==> src/rtl/cv32e40p_sleep_ctrl.sv <==
// -----------------------------------------------------------------------------
// cv32e40p_sleep_ctrl
//
// Sleep sequencing controller for the core clock-gating path. Runs on the
// free-running clock and turns a WFI request into an ordered sleep entry:
// drain outstanding activity, gate the core clock, signal sleep. A pending
// interrupt or debug request re-opens the gate and holds a fixed wake-up
// window before control returns to the core.
//
// Ports:
//   clk_ungated_i   free-running clock
//   rst_n           asynchronous active-low reset
//   fetch_enable_i  fetch enable, leaves OFF once seen high
//   wfi_req_i       one-cycle WFI request (honoured in RUN only)
//   busy_i          OR of IF / LSU / APU busy
//   irq_pending_i   enabled interrupt pending (level)
//   debug_req_i     debug request (level)
//   cnt_clr_i       synchronous clear of sleep_cycles_o
//   clock_en_o      enable of the core main clock gate
//   core_sleep_o    core is asleep
//   sleep_ack_o     pulse: sleep entered
//   abort_o         pulse: WFI ended without sleeping
//   wake_o          pulse: wake-up window complete
//   sleep_cycles_o  saturating count of idle SLEEP cycles
// -----------------------------------------------------------------------------
module cv32e40p_sleep_ctrl #(
  parameter int DRAIN_TIMEOUT = 16,
  parameter int WAKE_DELAY    = 2,
  parameter int CNT_W         = 32
) (
  input  logic             clk_ungated_i,
  input  logic             rst_n,
  input  logic             fetch_enable_i,
  input  logic             wfi_req_i,
  input  logic             busy_i,
  input  logic             irq_pending_i,
  input  logic             debug_req_i,
  input  logic             cnt_clr_i,
  output logic             clock_en_o,
  output logic             core_sleep_o,
  output logic             sleep_ack_o,
  output logic             abort_o,
  output logic             wake_o,
  output logic [CNT_W-1:0] sleep_cycles_o
);

  // One timer serves both the drain budget and the wake-up window, so it is
  // sized for the larger of the two.
  localparam int TMR_MAX = (DRAIN_TIMEOUT > WAKE_DELAY) ? DRAIN_TIMEOUT : WAKE_DELAY;
  localparam int TMR_W   = $clog2(TMR_MAX) + 1;

  localparam logic [TMR_W-1:0] DRAIN_LOAD = TMR_W'(DRAIN_TIMEOUT - 1);
  localparam logic [TMR_W-1:0] WAKE_LOAD  = TMR_W'(WAKE_DELAY - 1);
  localparam logic [TMR_W-1:0] TMR_ONE    = TMR_W'(1);

  localparam logic [2:0] S_OFF   = 3'd0;
  localparam logic [2:0] S_RUN   = 3'd1;
  localparam logic [2:0] S_DRAIN = 3'd2;
  localparam logic [2:0] S_SLEEP = 3'd3;
  localparam logic [2:0] S_WAKE  = 3'd4;

  logic [2:0]       state_q, state_d;
  logic [TMR_W-1:0] tmr_q, tmr_d;
  logic             wake_ev;

  assign wake_ev = irq_pending_i | debug_req_i;

  // Next-state and Mealy outputs.
  always_comb begin
    // NOTE: every signal assigned here gets a default first, so no path can
    // leave one unassigned and infer a latch.
    state_d      = state_q;
    tmr_d        = tmr_q;
    clock_en_o   = 1'b0;
    core_sleep_o = 1'b0;
    sleep_ack_o  = 1'b0;
    abort_o      = 1'b0;
    wake_o       = 1'b0;

    case (state_q)
      S_OFF: begin
        if (fetch_enable_i) state_d = S_RUN;
      end

      S_RUN: begin
        clock_en_o = 1'b1;
        if (wfi_req_i) begin
          if (wake_ev) begin
            // A wake source is already pending: the WFI degenerates to a NOP.
            abort_o = 1'b1;
          end else begin
            state_d = S_DRAIN;
            tmr_d   = DRAIN_LOAD;
          end
        end
      end

      S_DRAIN: begin
        clock_en_o = 1'b1;
        // A wake event outranks a completed drain, so the core never gates
        // its clock while an interrupt or debug request is waiting.
        if (wake_ev) begin
          abort_o = 1'b1;
          state_d = S_RUN;
        end else if (!busy_i) begin
          sleep_ack_o = 1'b1;
          state_d     = S_SLEEP;
        end else if (tmr_q == '0) begin
          abort_o = 1'b1;
          state_d = S_RUN;
        end else begin
          tmr_d = tmr_q - TMR_ONE;
        end
      end

      S_SLEEP: begin
        // Combinational so the gate opens in the very cycle the event shows.
        clock_en_o   = wake_ev;
        core_sleep_o = !wake_ev;
        if (wake_ev) begin
          state_d = S_WAKE;
          tmr_d   = WAKE_LOAD;
        end
      end

      S_WAKE: begin
        clock_en_o = 1'b1;
        // The window runs to completion even if the wake source drops.
        if (tmr_q == '0) begin
          wake_o  = 1'b1;
          state_d = S_RUN;
        end else begin
          tmr_d = tmr_q - TMR_ONE;
        end
      end

      default: begin
        state_d = S_OFF;
        tmr_d   = '0;
      end
    endcase
  end

  // NOTE: sequential state uses non-blocking assignments so every register
  // samples the pre-edge values regardless of statement order.
  always_ff @(posedge clk_ungated_i or negedge rst_n) begin
    if (!rst_n) begin
      state_q <= S_OFF;
      tmr_q   <= '0;
    end else begin
      state_q <= state_d;
      tmr_q   <= tmr_d;
    end
  end

  // Idle-sleep statistics; clear wins over increment, and the count sticks
  // at all-ones instead of wrapping.
  always_ff @(posedge clk_ungated_i or negedge rst_n) begin
    if (!rst_n) begin
      sleep_cycles_o <= '0;
    end else if (cnt_clr_i) begin
      sleep_cycles_o <= '0;
    end else if (state_q == S_SLEEP && !wake_ev && sleep_cycles_o != '1) begin
      sleep_cycles_o <= sleep_cycles_o + CNT_W'(1);
    end
  end

endmodule

==> config.mk <==
export PLATFORM = sky130hd
export DESIGN_NAME = cv32e40p_sleep_ctrl
export DESIGN_NICKNAME = d
export VERILOG_FILES = /design/src/rtl/cv32e40p_sleep_ctrl.sv
export SDC_FILE = /design/constraint.sdc
export NUM_CORES = 1
export LEC_CHECK = 0
export ABC_AREA = 0
export CORE_ASPECT_RATIO = 2
export CORE_MARGIN = 3
export CORE_UTILIZATION = 43
export CTS_CLUSTER_SIZE = 24
export DETAILED_ROUTE_END_ITERATION = 7
export GPL_ROUTABILITY_DRIVEN = 0
export GPL_TIMING_DRIVEN = 1
export PLACE_DENSITY_LB_ADDON = 0.12
export SYNTH_ARGS = -nofsm -noshare
export SYNTH_HDL_FRONTEND = slang
export SYNTH_SLANG_ARGS = --single-unit
==> constraint.sdc <==
create_clock -name clk_ungated_i -period 2.2 [get_ports clk_ungated_i]
set_clock_uncertainty 0.1 [all_clocks]
set_input_delay 0.66 -clock clk_ungated_i [delete_from_list [all_inputs] [get_ports clk_ungated_i]]
set_output_delay 0.66 -clock clk_ungated_i [all_outputs]
set_load 0.01 [all_outputs]
==> results.md <==
* Distinct cells, synth at 41
* Top Ports at 45
* Largest net degree at the start of global routing at 41
* DRT Pass-1 Iters at 4
* DP HPWL at 5502 µm
* Max-slew violation count at 0
* DP Worst Slack at -0.8490 ns
* Comb pwr share at 39.3%
* Post-synth top area share at 41.71%
* Async S/R FF share, synth at 100.0%
* Clk buf depth at 2
* Total area of sequential cells at 1002 µm²
* Peak VDD IR at 0.7949 mV
* Post-synth EDFFs at 0
* PwrDens at 573.7 nW/µm²
* Cell taking the most area after synthesis: dfrtp_1
* Largest cells by area after synthesis: dfrtp_1 (42%), xnor2_1 (8.8%), nor2_1 (6.1%)
* Drt initial violations at 113
* Layout cells sized above 1 at 38.21%
* Chip width at 58.83 µm
* Clock transition at the registers of the reported paths at 0.09 ns
* Worst min path class: in -> async
* Synth Warn # at 0
* Die Ht at 111.7 µm
* TNS Setup at -1.250 ns
* Starting density of the core at 45.47%
* Kind of critical path: reg -> out
* Crit path required time at 1.44 ns
* Critical Path Fanout Max at 3
* Vias in the first global route at 2,835
* Multi-input logic area at 1600 µm²
* DR WL/cell at 17.03 µm
* Worst setup SP type: register
* CTS sink count at 40
* Routed Antenna Nets at 0
* DRC Markers at 0
* Netlist Area Pre-Place at 2400 µm²
* Total Power Consumption at 0.002273 W
* Psw at 0.0007609 W
* Switching portion of total power at 33.48%
* Initial antenna violation count at 0
* Number of synthesized register bits at 40
* Vias at 2,654
* WL final at 7850 µm
* Nets at 412
* Slew @ Worst Pin at 0.7565 ns
* Final core utilization at 75.06%
* Clk pwr share at 23.3%
* Core ar. at 5278 µm²
* Fin. Hold Viols at 0
* Finish-stage setup viols at 11
* Max transition margin at 48.27%
* Crit end category: output pin
* Mean post-synth cell area at 8.758 µm²
* Mapped Nets at 284
* Post-synthesis sequential area ratio at 41.71%
* Static leakage at 1.646 nW
* Std cell rows at 37
* RSZ-0062 raised after global routing: true
* First-pass GRT wire length at 12,590 µm
* DIE AREA at 6568 µm²
* Diodes inserted at 0
* Status: finished, violations left
* CTS tree: built
* Worst R2R Setup Slack at -0.18 ns
* Worst-skew pair later-pin latency at 0.30 ns
* Failing checks: negative setup slack
* CTS root buffer: clkbuf_8
* Syn Inst Count at 274
* CTS buffer count at 5
* Filler cells at 398
* Layout Cells excl Fill at 461
* Overflow after GRT at 0
* Vias per inst at 5.757
* Dpl cells at 439
* GR Util All Layers at 24.47%
* Number of port buffers at 44
* Min cycle time layout at 2.580 ns
* CP arrival at 1.82 ns
* Internal at 0.001512 W
* Worst setup slack after layout at -0.3799 ns
* Period utilisation layout at 117.3%
* Sequential power share at 37.5%
* Max cap viols at 0
* Main synth FF type: dfrtp_1
* Area Overhead vs Synth at 65.07%
* H-tree depth at 2
* FMAX at 0.3876 GHz
==> Yosys cell counts, types with 4 or more instances <==
cell type	n
dfrtp_1	40
nor2_1	39
xnor2_1	24
nand2_1	18
a21oi_1	17
nand3_1	14
clkbuf_1	12
nand4_1	12
o21ai_0	12
a2111oi_0	11
inv_1	10
a211oi_1	9
and3_1	6
a31o_2	4
nand2b_1	4
nor4_1	4
==> repair_timing <==
| action | 4_1_cts | 5_1_grt |
|---|---|---|
| setup endpoints to repair | 34 | 31 |
| pin swaps | 13 | 18 |
| resized for setup | 66 | 33 |
| hold buffers | 0 | 0 |
| setup buffers | 10 | 4 |
| cloned | 0 | 0 |
==> cell type report <==
| class | instances | area share [%] |
|---|---|---|
| Timing Repair Buffer | 134 | 29.15 |
| Clock inverter | 1 | 0.1895 |
| Multi-Input combinational cell | 211 | 40.40 |
| Inverter | 10 | 0.9476 |
| Tap cell | 58 | 1.832 |
| Sequential cell | 40 | 25.30 |
| Clock buffer | 7 | 2.179 |
==> sequential cells by signal, indices dropped and copies added (netlist names) <==
register        flops
state_q             3
sleep_cycles_o     32
tmr_q               5
==> layer usage <==
metal  vias to the layer above  wire length (µm)  global-route usage [%]
li1                       1259                 -                       -
met1                      1313              2674                   23.43
met2                        59              4633                   47.19
met3                        23               223                   3.248
met4                         0               318                   12.10
met5                         -                 0                       0
==> cells in the final DEF (no fill, tap or decap), types with 3 or more instances in the layout <==
cell,instances
a2111oi_2,5
a2111oi_4,4
a211oi_1,5
a211oi_2,4
a21oi_1,11
a21oi_2,5
a31o_2,3
and3_1,6
and4_1,3
buf_2,5
buf_4,79
buf_6,12
clkbuf_8,6
clkdlybuf4s50_1,34
dfrtp_1,39
inv_1,7
inv_2,3
nand2_1,17
nand2b_1,4
nand3_1,12
nand4_1,12
nor2_1,39
nor2b_1,3
o21ai_0,9
xnor2_1,24
==> cell families (layout without fill, tap and decap cells) <==
group	Yosys count	in the layout	share of synthesized area, %
fa+ha+maj	2	2	1.043
compound gates	62	62	17.26
xor+xnor	25	25	9.124
flops	40	40	41.71
buf+inv	23	152	3.649
mux	2	2	0.8342
simple gates	120	120	26.38
==> worst paths after layout <==
check / cells past startpoint / end / startpoint
max: 9 / abort_o / tmr_q[0]
min: 2 / sleep_cycles_o[23] / rst_n
max reg2reg: 10 / tmr_q[2] / tmr_q[0]
min reg2reg: 1 / tmr_q[4] / tmr_q[4]
max in group asynchronous: 2 / sleep_cycles_o[0] / rst_n
min in group clk_ungated_i: 1 / tmr_q[4] / tmr_q[4]
==> power by group through the flow <==
| stage | clock (W) | sequential [W] | combinational, W |
|---|---|---|---|
| 2_1_floorplan | 0 | 0.000836 | 0.000355 |
| 3_3_place_gp | 0 | 0.000851 | 0.000720 |
| 3_5_place_dp | 0 | 0.000849 | 0.000736 |
| 4_1_cts | 0.000533 | 0.000846 | 0.000867 |
| 5_1_grt | 0.000557 | 0.000855 | 0.000970 |
| 6_report | 0.000529 | 0.000851 | 0.000892 |
==> stage by stage <==
step                hold WS, ns  area (µm²)
floorplan                0.2644        2424
global placement         0.4451        3490
detailed placement       0.4524        3490
CTS                      0.3361        3771
global route             0.3544        3961
finish                   0.3169        3961
==> critical path, stage by stage, from the launching register on <==
cell and delay (ns):
dfrtp_1 0.40, inv_2 0.08, ha_4 0.14, nor4b_4 0.29, buf_4 0.19, a21oi_2 0.05, nor2_1 0.09, a41oi_1 0.05
nor2_1 0.09, buf_2 0.13
(Power assumes the default switching activity.)
